<file path="config.mk">
export PLATFORM = sky130hd
export DESIGN_NAME = rom_loader
export DESIGN_NICKNAME = d
export VERILOG_FILES = /design/src/rtl/rom_loader.sv
export SDC_FILE = /design/constraint.sdc
export NUM_CORES = 1
export LEC_CHECK = 0
export CAP_MARGIN = 10
export CORE_MARGIN = 5
export CORE_UTILIZATION = 57
export CTS_CLUSTER_SIZE = 16
export DETAILED_ROUTE_END_ITERATION = 8
export PLACE_DENSITY = 0.95
export SLEW_MARGIN = 40
export SYNTH_ARGS = -nofsm -noshare
export SYNTH_HDL_FRONTEND = slang
export SYNTH_HIERARCHICAL = 1
export SYNTH_SLANG_ARGS = --single-unit
</file>
<file path="constraint.sdc">
create_clock -name clk_sys -period 9.1 [get_ports clk_sys]
set_clock_uncertainty 0.15 [all_clocks]
set_input_delay 1.82 -clock clk_sys [delete_from_list [all_inputs] [get_ports clk_sys]]
set_output_delay 1.82 -clock clk_sys [all_outputs]
set_load 0.005 [all_outputs]
</file>
<file path="src/rtl/rom_loader.sv">
// rom_loader: buffers HPS ioctl ROM bytes into the core's ROM write port, captures mod/DIP bytes, sequences core_reset.
// Latency: a ROM byte sampled at edge k with the FIFO empty and the output stage idle appears on rom_wr after edge k+1.
// Backpressure: rom_ready stalls the output register; ioctl_wait rises once post-edge occupancy reaches FIFO_DEPTH-1.
//
// Ports:
//   clk_sys, reset_n                      sole clock, async active-low reset
//   ioctl_download/index/wr/addr/dout     HPS download stream in
//   ioctl_wait                            back-pressure to HPS
//   rom_wr/rom_addr/rom_data, rom_ready   valid/ready ROM write port to the core
//   mod, dip_sw                           game-select byte (index 1), DIP bytes (index 254)
//   core_reset, load_done                 core reset request, end-of-hold pulse
//   rom_bytes, rom_sum, err_ovf           load statistics and sticky overflow flag

// rom_loader_fifo: small circular buffer for {addr, data} words.
// Latency: head is valid the cycle after a push into an empty buffer; read is combinational from the head slot.
// Backpressure: none internally; the owner must not push when count == DEPTH nor pop when count == 0.
module rom_loader_fifo #(
  parameter int DEPTH = 4,
  parameter int W     = 24
) (
  input  logic                     clk_sys,
  input  logic                     reset_n,
  input  logic                     push_vld,
  input  logic [W-1:0]             push_dat,
  input  logic                     pop_rdy,
  output logic [W-1:0]             head_dat,
  output logic [$clog2(DEPTH):0]   count
);
  localparam int AW = $clog2(DEPTH);
  localparam logic [AW-1:0] PTR_ONE = 1;
  localparam logic [AW:0]   CNT_ONE = 1;

  logic [W-1:0]  mem [DEPTH];
  logic [AW-1:0] wr_ptr;
  logic [AW-1:0] rd_ptr;

  // Storage carries no reset: only slots behind a valid count are ever read.
  always_ff @(posedge clk_sys) begin
    if (push_vld) begin
      mem[wr_ptr] <= push_dat;
    end
  end

  // DEPTH is a power of two, so the pointers wrap naturally.
  always_ff @(posedge clk_sys or negedge reset_n) begin
    if (!reset_n) begin
      wr_ptr <= '0;
      rd_ptr <= '0;
      count  <= '0;
    end else begin
      if (push_vld) begin
        wr_ptr <= wr_ptr + PTR_ONE;
      end
      if (pop_rdy) begin
        rd_ptr <= rd_ptr + PTR_ONE;
      end
      case ({push_vld, pop_rdy})
        2'b10:   count <= count + CNT_ONE;
        2'b01:   count <= count - CNT_ONE;
        default: count <= count;
      endcase
    end
  end

  assign head_dat = mem[rd_ptr];
endmodule

module rom_loader #(
  parameter int FIFO_DEPTH  = 4,
  parameter int ADDR_W      = 16,
  parameter int HOLD_CYCLES = 16
) (
  input  logic              clk_sys,
  input  logic              reset_n,
  input  logic              ioctl_download,
  input  logic [7:0]        ioctl_index,
  input  logic              ioctl_wr,
  input  logic [24:0]       ioctl_addr,
  input  logic [7:0]        ioctl_dout,
  output logic              ioctl_wait,
  output logic              rom_wr,
  output logic [ADDR_W-1:0] rom_addr,
  output logic [7:0]        rom_data,
  input  logic              rom_ready,
  output logic [7:0]        mod,
  output logic [63:0]       dip_sw,
  output logic              core_reset,
  output logic [ADDR_W:0]   rom_bytes,
  output logic [15:0]       rom_sum,
  output logic              load_done,
  output logic              err_ovf
);
  localparam int CW = $clog2(FIFO_DEPTH) + 1;
  localparam int FW = ADDR_W + 8;
  localparam int HW = (HOLD_CYCLES > 1) ? $clog2(HOLD_CYCLES) : 1;

  localparam logic [CW-1:0]   CNT_ONE   = 1;
  localparam logic [CW-1:0]   CNT_FULL  = CW'(FIFO_DEPTH);
  localparam logic [CW-1:0]   CNT_WAIT  = CW'(FIFO_DEPTH - 1);
  localparam logic [HW-1:0]   HOLD_INIT = HW'(HOLD_CYCLES - 1);
  localparam logic [HW-1:0]   HOLD_ONE  = 1;
  localparam logic [ADDR_W:0] BYTES_ONE = 1;
  localparam logic [32:0]     ADDR_LIM  = 33'd1 << ADDR_W;

  typedef enum logic [1:0] {
    S_IDLE,
    S_LOAD,
    S_DRAIN,
    S_HOLD
  } state_t;

  state_t        state;
  logic [HW-1:0] hold_cnt;

  // rom_load is registered before edge detection, so LOAD is entered on
  // the edge after rom_load is first sampled high.
  logic load_q;
  logic load_qq;
  logic load_rise;

  logic          in_range;
  logic          accept;
  logic          push;
  logic          drop;
  logic          pop;
  logic          stage_load;
  logic          fifo_empty;
  logic          fifo_full;
  logic [CW-1:0] fifo_cnt;
  logic [CW-1:0] cnt_nxt;
  logic [FW-1:0] fifo_head;

  assign load_rise = load_q && !load_qq;

  // 33-bit compare keeps the bound valid for any ADDR_W up to 25.
  assign in_range = ({8'd0, ioctl_addr} < ADDR_LIM);
  assign accept   = ioctl_wr && (ioctl_index == 8'd0) && (state == S_LOAD) && in_range;

  assign fifo_empty = (fifo_cnt == '0);
  assign fifo_full  = (fifo_cnt == CNT_FULL);

  // Fullness is judged before the edge: a byte arriving at a full FIFO is
  // dropped even if the output stage frees a slot on the same edge.
  assign push = accept && !fifo_full;
  assign drop = accept && fifo_full;

  // The holding register reloads when it is empty or its word transfers now.
  assign stage_load = !rom_wr || rom_ready;
  assign pop        = stage_load && !fifo_empty;

  always_comb begin
    cnt_nxt = fifo_cnt;
    if (push && !pop) begin
      cnt_nxt = fifo_cnt + CNT_ONE;
    end else if (!push && pop) begin
      cnt_nxt = fifo_cnt - CNT_ONE;
    end
  end

  rom_loader_fifo #(
    .DEPTH (FIFO_DEPTH),
    .W     (FW)
  ) u_fifo (
    .clk_sys  (clk_sys),
    .reset_n  (reset_n),
    .push_vld (push),
    .push_dat ({ioctl_addr[ADDR_W-1:0], ioctl_dout}),
    .pop_rdy  (pop),
    .head_dat (fifo_head),
    .count    (fifo_cnt)
  );

  // Download-select sampling.
  always_ff @(posedge clk_sys or negedge reset_n) begin
    if (!reset_n) begin
      load_q  <= 1'b0;
      load_qq <= 1'b0;
    end else begin
      load_q  <= ioctl_download && (ioctl_index == 8'd0);
      load_qq <= load_q;
    end
  end

  // Output holding register; address/data only move when a new word loads,
  // so they stay stable across a stall.
  always_ff @(posedge clk_sys or negedge reset_n) begin
    if (!reset_n) begin
      rom_wr   <= 1'b0;
      rom_addr <= '0;
      rom_data <= '0;
    end else if (stage_load) begin
      rom_wr <= !fifo_empty;
      if (!fifo_empty) begin
        {rom_addr, rom_data} <= fifo_head;
      end
    end
  end

  // Post-edge occupancy drives ioctl_wait, leaving room for one more write.
  always_ff @(posedge clk_sys or negedge reset_n) begin
    if (!reset_n) begin
      ioctl_wait <= 1'b0;
    end else begin
      ioctl_wait <= (cnt_nxt >= CNT_WAIT);
    end
  end

  // Load statistics; a new load clears them, a dropped byte is not counted.
  always_ff @(posedge clk_sys or negedge reset_n) begin
    if (!reset_n) begin
      rom_bytes <= '0;
      rom_sum   <= '0;
      err_ovf   <= 1'b0;
    end else if (load_rise) begin
      rom_bytes <= '0;
      rom_sum   <= '0;
      err_ovf   <= 1'b0;
    end else begin
      if (push) begin
        rom_bytes <= rom_bytes + BYTES_ONE;
        rom_sum   <= rom_sum + {8'd0, ioctl_dout};
      end
      if (drop) begin
        err_ovf <= 1'b1;
      end
    end
  end

  // Side registers: game select and DIP bytes, independent of the FSM.
  always_ff @(posedge clk_sys or negedge reset_n) begin
    if (!reset_n) begin
      mod    <= '0;
      dip_sw <= '0;
    end else if (ioctl_wr) begin
      if (ioctl_index == 8'd1) begin
        mod <= ioctl_dout;
      end
      if ((ioctl_index == 8'd254) && (ioctl_addr[24:3] == '0)) begin
        dip_sw[{ioctl_addr[2:0], 3'b000} +: 8] <= ioctl_dout;
      end
    end
  end

  // Load sequencer. A fresh load request wins in any state; in DRAIN the
  // queued bytes keep flowing since the FIFO and output stage are untouched.
  always_ff @(posedge clk_sys or negedge reset_n) begin
    if (!reset_n) begin
      state      <= S_IDLE;
      hold_cnt   <= '0;
      core_reset <= 1'b0;
      load_done  <= 1'b0;
    end else begin
      load_done <= 1'b0;
      if (load_rise) begin
        state      <= S_LOAD;
        core_reset <= 1'b1;
      end else begin
        case (state)
          S_IDLE: begin
            state <= S_IDLE;
          end
          S_LOAD: begin
            if (!load_q) begin
              state <= S_DRAIN;
            end
          end
          S_DRAIN: begin
            if (fifo_empty && !rom_wr) begin
              state    <= S_HOLD;
              hold_cnt <= HOLD_INIT;
            end
          end
          S_HOLD: begin
            if (hold_cnt == '0) begin
              state      <= S_IDLE;
              core_reset <= 1'b0;
              load_done  <= 1'b1;
            end else begin
              hold_cnt <= hold_cnt - HOLD_ONE;
            end
          end
          default: begin
            state <= S_IDLE;
          end
        endcase
      end
    end
  end
endmodule

</file>
==> results of run 1 <==
## cells in the final DEF (no fill, tap or decap), types with 11 or more instances in the layout
cell and count:
dfrtp_1 148, and2_1 18, nor2_1 26, mux4_2 18
ha_1 26, nand2_1 41, nand3_1 12, edfxtp_1 96
mux2_2 96, inv_1 22, nor3_1 11, and3_1 12
a21oi_1 30, clkbuf_16 25, clkdlybuf4s50_1 178
## final cells by class
cell class,count,area share [%]
Clock inverter,9,0.384
Clock buffer,36,5.39
Tap cell,229,2.14
Sequential cell,245,49.5
Multi-Input combinational cell,434,28.3
Timing Repair Buffer,182,13.6
Inverter,22,0.618
## report_power, final
part	internal [mW]	switching [mW]	total (mW)
logic	0.354	0.254	0.608
registers	1.24	0.0824	1.32
clock network	0.551	0.414	0.964
## sequential cells by signal, summed over array words and instances, names as in the netlist, 2 cells and up
register / count
u_fifo/mem: 96
mod: 8
rom_bytes: 17
rom_addr: 16
dip_sw: 64
state: 2
u_fifo/count: 3
u_fifo/rd_ptr: 2
hold_cnt: 4
u_fifo/wr_ptr: 2
rom_data: 8
rom_sum: 16
## critical path: cells and delay by family
family	cells	cell delay, ns
compound gates	1	0.46
xor+xnor	2	0.30
fa+ha+maj	2	0.44
buf+inv	3	0.64
simple gates	4	1.16
## final timing paths
path,startpoint,to,slack [ns],cells after the start
setup / recovery,ioctl_index[4],u_fifo/count[2]$_DFFE_PN0P_,4.52,12
hold / removal,load_q$_DFF_PN0_,load_qq$_DFF_PN0_,0.31,0
setup reg to reg,u_fifo/count[0]$_DFFE_PN0P_,u_fifo/count[2]$_DFFE_PN0P_,6.17,11
hold reg to reg,load_q$_DFF_PN0_,load_qq$_DFF_PN0_,0.31,0
max in group asynchronous,reset_n,dip_sw[6]$_DFFE_PN0P_,6.46,2
min in group asynchronous,reset_n,rom_addr[14]$_DFFE_PN0P_,1.16,1
## metrics by stage
stage / hold WS [ns] / power [mW] / utilization [%]
CTS: 0.308 / 2.91 / 73.8
finish: 0.312 / 2.89 / 73.9
detailed placement: 0.298 / 1.95 / 69.6
global route: 0.311 / 3.02 / 73.9
floorplan: 0.238 / 1.70 / -
global placement: 0.268 / 1.91 / 69.4
## kinds of logic (layout without fill, tap and decap cells)
family	Yosys count	after routing	synth area share, %
flip-flops	245	245	62.5
AND/OR/NAND/NOR	193	193	10.4
multiplexers	123	123	15.8
AO/OA/AOI/OAI	74	74	4.49
buffers and inverters	44	249	1.98
adder cells (fa/ha/maj)	28	28	3.46
XOR/XNOR	16	16	1.33
## layer usage
layer	vias to the layer above	routed length [um]	track usage, %	part of all wire [%]
met4	0	610	6.30	2.4
met3	45	1740	4.83	6.8
met5	-	0	0	0
met1	3513	10400	32.7	41
li1	3088	-	-	-
met2	275	12700	39.7	50
## Yosys cell counts, types with 3 or more instances
cell / count
o21ai_0: 10
nand4_1: 10
mux4_1: 6
mux2_2: 96
nor2b_1: 5
mux2i_1: 3
xor2_1: 8
and4_1: 4
mux4_2: 18
nor2_1: 26
and2_1: 22
o21a_1: 3
or3_1: 6
nand3_2: 4
xnor2_1: 8
ha_1: 26
and3_1: 12
o41ai_1: 3
nand2b_1: 10
nor3_1: 11
nor4_1: 8
inv_1: 22
o31ai_1: 6
a21oi_1: 30
dfrtp_1: 149
nand2_1: 41
nand3_1: 13
or4_1: 7
a31o_2: 3
buf_2: 3
edfxtp_1: 96
clkbuf_1: 13
buf_1: 3
o2bb2ai_1: 3
nand3b_2: 3
==> metrics.md, run 1 <==
| Metric | Value |
|---|---|
| DRT iter0 DRCs | `425` |
| CTS Buffer Depth | `3` |
| Largest net degree at the start of global routing | `84` |
| Layout Nets | `984` |
| CTS buffer count | `25` |
| Sequential fraction of the synthesis area | `62.5%` |
| Hold crit path type | `flip-flop to flip-flop` |
| Final setup vio count | `0` |
| Die W | `146 um` |
| I/O pins | `180` |
| Worst Path Arrival | `4.82 ns` |
| Clk slew on worst S/H paths | `0.06 ns` |
| Period utilization | `50.3%` |
| Min Tclk post-route | `4.58 ns` |
| Crit path cell chain | `clkdlybuf4s50_1 > nor4_1 > and2_1 > nand3_1 > a21oi_1 > inv_1 > ha_1 > inv_1 > fa_1 > xor2_1 > nor2_1 > xor2_1` |
| Syn Area/Cell | `14.6 um2` |
| IO Port Bufs | `179` |
| CP startpoint kind | `input pin` |
| VDD IR-drop max | `0.143 mV` |
| Fmax | `0.218 GHz` |
| Final WS setup | `4.52 ns` |
| Routed WL per cell | `22.0 um` |
| GPL Wtd Cong | `0.875` |
| Final Max Slew Viols | `0` |
| Core area | `18100 um2` |
| Initial antenna violation count | `0` |
| Max cap viols | `0` |
| FF+latch count, synth | `245` |
| First-pass GRT wire length | `40600 um` |
| Leak | `5.52 nW` |
| Top_reg_cell synth | `dfrtp_1` |
| Worst slack, placed | `4.01 ns` |
| Pwr/cell area | `217 nW/um2` |
| DR vias/cell | `5.98` |
| Row count | `49` |
| Cell Area, Synth | `10600 um2` |
| Via count of the first global-routing pass | `7136` |
| Ys Warns | `6` |
| Detailed Route WL | `25500 um` |
| Antenna Cells | `0` |
| Fillers | `1121` |
| Critical Path RT | `9.34 ns` |
| Routed via count | `6921` |
| Clk_lat worst skew | `0.52 ns` |
| Mapped Nets | `797` |
| Die height | `146 um` |
| Inst Count DP | `1112` |
| Area growth syn-to-layout | `26.4%` |
| Antenna viol nets, final | `0` |
| Setup TNS | `0 ns` |
| CTS Hold Bufs | `0` |
| Post-synth top area cell | `dfrtp_1` |
| Non-filler cells, final | `1157` |
| CTS Root Cell | `clkbuf_16` |
| Drt first pass iters | `5` |
| Area share of the largest cell type after synthesis | `35.3%` |
| Setup bufs post-CTS | `0` |
| Initial core utilization | `58.5%` |
| Post-cts sizing count | `0` |
| DRC | `0` |
| Most area-consuming cells after synthesis | `dfrtp_1 35%, edfxtp_1 27%, mux2_2 10%, mux4_2 3.8%, ha_1 3.1%` |
| Classification of the worst setup path | `input pin to flip-flop` |
| CTS H-tree lvls | `1` |
| Total Die Area | `21400 um2` |
| CTS tree | `built` |
| CP Capture Type | `flip-flop` |
| Worst slew pin tran | `0.837 ns` |
| Post-place instance area | `12600 um2` |
| DP HPWL | `17100 um` |
| Hold Vio Cnt, Final | `0` |
| Post-synth EDFFs | `96` |
| Clk sink count | `245` |
| Mapped Cells | `723` |
| RSZ-0062 raised after global routing | `no` |
| Design Area, Final | `13400 um2` |
| Total track usage | `23.9%` |
| Critical path's slowest cell | `nor4_1` |
| Asr flop ratio synth | `60.8%` |
| Sequential cell area | `6610 um2` |
| Distinct cells, synth | `57` |
| Slew HR | `44.2%` |
| Layout cells sized above 1 | `19.3%` |
| CP peak stage delay | `0.70 ns` |
| Crit-path max FO | `8` |
| Grt total ovfl | `0` |
| Status | `complete, no violations` |
| Multi-input gate area | `3780 um2` |
No activity file was read; power rests on OpenSTA's default activity.
==> run 2, diff against run 1 <==
- CORE_UTILIZATION: 57 -> 53
- PLACE_DENSITY: 0.95 -> 0.92
- clock period: 9.1 -> 4.4 ns (I/O delays scaled with it)
==> run 2 against run 1 <==
  * Non-clock buffer count up 23
  * Register-to-register slack lost 4.3 ns
  * Combinational power up 100%
  * Sequential power rose by 110%
  * Final cell count increased by 5.0%
  * Power rose by 110%
  * Global-route usage fell by 1.5 points
  * Largest cell class unchanged
==> metrics.md, run 2 (synthesis results as in run 1) <==
| Metric | Value |
|---|---|
| Status | `complete, no violations` |
| Largest Register | `u_fifo/mem` |
| Initial antenna violation count | `0 (unchanged)` |
| DRT iter0 DRCs | `373 (-12%)` |
| Metal1 wirelength | `10300 um (-1.4%)` |
| Largest net degree at the start of global routing | `101 (+20%)` |
| Hold crit path type | `input pin to async pin` |
| CTS buffer count | `24 (-4.0%)` |
| Clk slew on worst S/H paths | `0.06 ns (about the same)` |
| Area growth syn-to-layout | `28.9%` |
| I/O pins | `180 (unchanged)` |
| CP Capture Type | `flip-flop` |
| Final Max Slew Viols | `0 (unchanged)` |
| Commonest non-fill, non-tap cell in the layout | `clkdlybuf4s50_1` |
| Antenna viol nets, final | `0 (unchanged)` |
| Detailed Route WL | `25700 um (+0.83%)` |
| Leak | `5.65 nW (+2.3%)` |
| CTS tree | `built` |
| Core area | `19500 um2 (+8.0%)` |
| Period utilization | `75.5%` |
| Setup bufs post-CTS | `0 (unchanged)` |
| Routed WL per cell | `21.1 um (-4.0%)` |
| VDD IR-drop max | `0.240 mV (+69%)` |
| Met2 WL | `13200 um (+4.4%)` |
| Met3 wire len | `1550 um (-11%)` |
| Pwr/cell area | `446 nW/um2 (+110%)` |
| Hold Vio Cnt, Final | `0 (unchanged)` |
| Worst flop-to-flop path startpoint | `rom_sum[2]$_DFFE_PN0P_` |
| Layout cells sized above 1 | `20.4% (+1.1 points)` |
| CTS Hold Bufs | `0 (unchanged)` |
| Max cap viols | `0 (unchanged)` |
| Setup TNS | `0 ns (unchanged)` |
| CP startpoint kind | `input pin` |
| Critical Path RT | `4.64 ns (-4.70 ns)` |
| Max reg flops | `96 (unchanged)` |
| Final hold slack | `0.0450 ns (-0.266 ns)` |
| DR vias/cell | `5.68 (-5.0%)` |
| Worst Path Arrival | `3.56 ns (-1.26 ns)` |
| Routed via count | `6907 (-0.20%)` |
| Drt first pass iters | `5 (unchanged)` |
| Layout Nets | `1006 (+2.2%)` |
| Total Die Area | `22900 um2 (+7.0%)` |
| Clk sink count | `245 (unchanged)` |
| CTS Root Cell | `clkbuf_16` |
| Regs by FF count | `u_fifo/mem x96, dip_sw x64, rom_bytes x17` |
| Highest-count cells in the layout ignoring fill and taps | `178 x clkdlybuf4s50_1, 148 x dfrtp_1, 96 x mux2_2, 96 x edfxtp_1, 41 x nand2_1` |
| Die W | `151 um (+3.5%)` |
| Slew HR | `44.8% (+0.61 points)` |
| Min Tclk post-route | `3.32 ns` |
| CTS Buffer Depth | `3 (unchanged)` |
| Grt total ovfl | `0 (unchanged)` |
| Post-cts sizing count | `0 (unchanged)` |
| Via count of the first global-routing pass | `7128 (-0.11%)` |
| Worst slew pin tran | `0.828 ns (-0.00914 ns)` |
| Final setup vio count | `0 (unchanged)` |
| GPL Wtd Cong | `0.830 (-5.1%)` |
| Total track usage | `22.4% (-1.5 points)` |
| R2R Setup Slk | `1.87 ns (-4.30 ns)` |
| Classification of the worst setup path | `input pin to flip-flop` |
| DP HPWL | `17500 um (+2.5%)` |
| Die height | `151 um (+3.5%)` |
| Antenna Cells | `0 (unchanged)` |
| Initial core utilization | `54.1% (-4.3 points)` |
| Fmax | `0.301 GHz` |
| Max layer used | `met4` |
| Crit-path max FO | `8 (unchanged)` |
| First-pass GRT wire length | `39800 um (-2.1%)` |
| RSZ-0062 raised after global routing | `no` |
| Clk_lat worst skew | `0.51 ns (about the same)` |
| CTS H-tree lvls | `1 (unchanged)` |
| IO Port Bufs | `179 (unchanged)` |
| DRC | `0 (unchanged)` |
| Critical Path Start | `ioctl_addr[16]` |
| Row count | `51 (+4.1%)` |
## run 2: worst max-delay path, cell delays in order
cell and delay (ns):
clkdlybuf4s50_1 0.40, nor4_1 0.39, nand4_1 0.45, nor4_4 0.73, nand3_2 0.34, mux2_2 0.36
## run 2: worst paths after layout
check | to | depth (start not counted)
hold / removal | rom_addr[14]$_DFFE_PN0P_ | 1
min in group clk_sys | load_qq$_DFF_PN0_ | 0
setup / recovery | dip_sw[22]$_DFFE_PN0P_ | 6
setup reg to reg | rom_sum[11]$_DFFE_PN0P_ | 6
max in group asynchronous | rom_sum[13]$_DFFE_PN0P_ | 3
hold reg to reg | load_qq$_DFF_PN0_ | 0
## run 2: layout make-up
type	count	area, um2
fillers	1302	5900
well taps	265	332
repair buffers	205	2020
flip-flops and latches	245	6610
clock inverters	7	97.6
inverters	22	82.6
multi-input cells	434	3760
clock buffers	37	716
## run 2: power breakdown
group	total (mW)	internal [mW]	switching, mW
sequential	2.77	2.56	0.208
clock	2.08	1.24	0.837
combinational	1.23	0.738	0.487
total	6.07	4.54	1.53
## run 2: metrics by stage
step                std cells  setup slack (ns)  power [mW]  util (%)  cell area [um2]
finish                   1215              1.08        6.07      69.8            13600
global route             1215             0.866        6.35      69.8            13600
CTS                      1214              1.08        6.12      69.6            13600
detailed placement       1170             0.601        4.04      65.5            12800
global placement         1170             0.641        3.96      65.4            12800
floorplan                 723              1.14        3.52         -            10600
## run 2: routing by layer
metal	track usage [%]	vias up
met2	38.7	210
met5	0	-
li1	-	3130
met1	29.2	3531
met4	5.76	0
met3	4.28	36
==> run 3, diff against run 2 <==
- CORE_UTILIZATION: 53 -> 48
- PLACE_DENSITY: 0.92 -> 0.88
- clock period: 4.4 -> 3 ns (I/O delays scaled with it)
==> run 3 against run 2 <==
  * Worst hold slack improved by 0.24 ns
  * Non-clock buffer count is 37 higher
  * Power is 48% higher
  * Largest cell class unchanged
  * Highest routed layer unchanged
  * Clock power grew 51%
==> metrics.md, run 3 (synthesis results as in run 1) <==
| Metric | Value |
|---|---|
| DRC | `0 (unchanged)` |
| CP peak stage delay | `0.53 ns (-0.20 ns)` |
| Classification of the worst setup path | `input pin to flip-flop` |
| Total Die Area | `25100 um2 (+9.7%)` |
| Highest-count cells in the layout ignoring fill and taps | `178 x clkdlybuf4s50_1, 149 x dfrtp_1, 96 x mux2_2, 96 x edfxtp_1, 57 x buf_4` |
| Area growth syn-to-layout | `32.2%` |
| Largest net degree at the start of global routing | `61 (-40%)` |
| Grt total ovfl | `0 (unchanged)` |
| CTS H-tree lvls | `1 (unchanged)` |
| Critical Path RT | `3.25 ns (-1.39 ns)` |
| Clk pwr share | `34.8% (+0.5 points)` |
| Max reg flops | `96 (unchanged)` |
| Largest Register | `u_fifo/mem` |
| Switching Fraction | `25.5% (+0.22 points)` |
| Drt first pass iters | `5 (unchanged)` |
| Die W | `158 um (+4.7%)` |
| DP HPWL | `18700 um (+7.1%)` |
| IO Port Bufs | `179 (unchanged)` |
| Status | `complete, no violations` |
| Critical path's slowest cell | `clkdlybuf4s50_1` |
| Clk_lat worst skew | `0.52 ns (about the same)` |
| RSZ-0062 raised after global routing | `no` |
| Inst Count DP | `1222 (+4.4%)` |
| GPL Wtd Cong | `0.809 (-2.5%)` |
| Clk sink count | `245 (unchanged)` |
| Worst slack, placed | `-0.155 ns (-0.756 ns)` |
| Crit path cell chain | `clkdlybuf4s50_1 > nor4_1 > buf_4 > nand4_1 > nor4_4 > buf_4 > nand3_2 > mux2_2` |
| Combinational power share | `21.1% (+0.9 points)` |
| Sw Pwr | `2.29 mW (+50%)` |
| Die height | `158 um (+4.7%)` |
| Post-place instance area | `13100 um2 (+2.6%)` |
| Final WS setup | `0.351 ns (-0.730 ns)` |
| Hold crit path type | `flip-flop to flip-flop` |
| Layout Nets | `1045 (+3.9%)` |
| DRT iter0 DRCs | `388 (+4.0%)` |
| CP Capture Type | `flip-flop` |
| Final Max Slew Viols | `0 (unchanged)` |
| Worst slew pin tran | `0.664 ns (-0.164 ns)` |
| Fillers | `1576 (+21%)` |
| I/O pins | `180 (unchanged)` |
| Hold Vio Cnt, Final | `0 (unchanged)` |
| VDD IR-drop max | `0.392 mV (+63%)` |
| Fin util | `64.3% (-5.5 points)` |
| Fmax | `0.377 GHz` |
| Pwr/cell area | `645 nW/um2 (+45%)` |
| Min Tclk post-route | `2.65 ns` |
| Commonest non-fill, non-tap cell in the layout | `clkdlybuf4s50_1` |
| Multi-input gate area | `3760 um2 (-0.13%)` |
| Layout cells sized above 1 | `23.4% (+3.0 points)` |
| Crit-path max FO | `8 (unchanged)` |
| Final setup vio count | `0 (unchanged)` |
| Flop pwr share | `44.1% (-1.5 points)` |
| CTS tree | `built` |
| Sequential cell area | `6610 um2 (about the same)` |
| Initial core utilization | `48.6% (-5.5 points)` |
| Clk slew on worst S/H paths | `0.06 ns (about the same)` |
| Period utilization | `88.3%` |
| Design Area, Final | `14000 um2 (+2.6%)` |
| CTS buffer count | `26 (+8.3%)` |
| CTS Buffer Depth | `3 (unchanged)` |
| Max cap viols | `0 (unchanged)` |
| DR vias/cell | `5.51 (-3.1%)` |
| Antenna viol nets, final | `0 (unchanged)` |
| Core area | `21800 um2 (+11%)` |
| Routed via count | `7021 (+1.7%)` |
| CP dominant cell by count | `buf_4` |
| CTS Root Cell | `clkbuf_16` |
| Via count of the first global-routing pass | `7513 (+5.4%)` |
| Non-filler cells, final | `1275 (+4.9%)` |
| First-pass GRT wire length | `42100 um (+6.0%)` |
| CP startpoint kind | `input pin` |
| Leak | `5.84 nW (+3.5%)` |
| Regs by FF count | `u_fifo/mem x96, dip_sw x64, rom_bytes x17` |
| Initial antenna violation count | `3 (+3)` |
| Row count | `54 (+5.9%)` |
| Total track usage | `21.7% (-0.73 points)` |
| Tot Pwr | `9.01 mW (+48%)` |
| Slew HR | `55.4% (+11 points)` |
| Worst Path Arrival | `2.90 ns (-0.66 ns)` |
| Detailed Route WL | `26600 um (+3.7%)` |
| P_int | `6.72 mW (+48%)` |
| Routed WL per cell | `20.9 um (-1.2%)` |
## run 3: final timing paths
| check | start | end | slack (ns) | cells past startpoint |
|---|---|---|---|---|
| setup / recovery | ioctl_addr[5] | dip_sw[31]$_DFFE_PN0P_ | 0.35 | 8 |
| hold / removal | load_q$_DFF_PN0_ | load_qq$_DFF_PN0_ | 0.29 | 0 |
| setup reg to reg | u_fifo/count[0]$_DFFE_PN0P_ | rom_sum[15]$_DFFE_PN0P_ | 0.54 | 7 |
| hold reg to reg | load_q$_DFF_PN0_ | load_qq$_DFF_PN0_ | 0.29 | 0 |
| max in group asynchronous | reset_n | u_fifo/rd_ptr[0]$_DFFE_PN0P_ | 1.46 | 3 |
| min in group asynchronous | reset_n | dip_sw[8]$_DFFE_PN0P_ | 0.48 | 2 |
## run 3: area by class of cell
cell class	instances	share of cell area (%)
inverter	22	0.591
multi-input combinational	434	26.9
antenna	4	0.0716
timing repair buffer	242	16.7
tap	280	2.51
clock buffer	31	4.79
sequential	245	47.3
clock inverter	17	1.21
## run 3: routing by layer
metal | share of wire [%] | global-route usage [%]
met2 | 51 | 37.4
met3 | 5.9 | 4.35
met1 | 39 | 27.5
met5 | 0 | 0
met4 | 3.5 | 7.31
## run 3: metrics by stage
step                TNS, ns  hold WS [ns]
global route              0         0.307
detailed placement    -8.02         0.263
global placement      -6.81         0.269
floorplan                 0         0.154
CTS                       0         0.282
finish                    0         0.287
## run 3: worst max-delay path: cells and delay by family
| family | cells | cell delay (ns) |
|---|---|---|
| AND/OR/NAND/NOR | 4 | 0.99 |
| multiplexers | 1 | 0.35 |
| buffers and inverters | 3 | 0.96 |
## run 3: timing repair
item	in CTS	in global routing
hold endpoints to repair	57	0
buffers inserted	0	0
gates resized for setup	0	0
endpoints found under the setup margin	0	0
hold buffers	1	0
## run 3: power groups by stage
stage | Sequential, mW | Combinational, mW | Clock, mW
global placement | 4.02 | 1.82 | 0
floorplan | 3.98 | 1.18 | 0
CTS | 3.98 | 1.93 | 3.20
global route | 4.00 | 2.11 | 3.35
finish | 3.97 | 1.90 | 3.14
detailed placement | 4.04 | 1.92 | 0
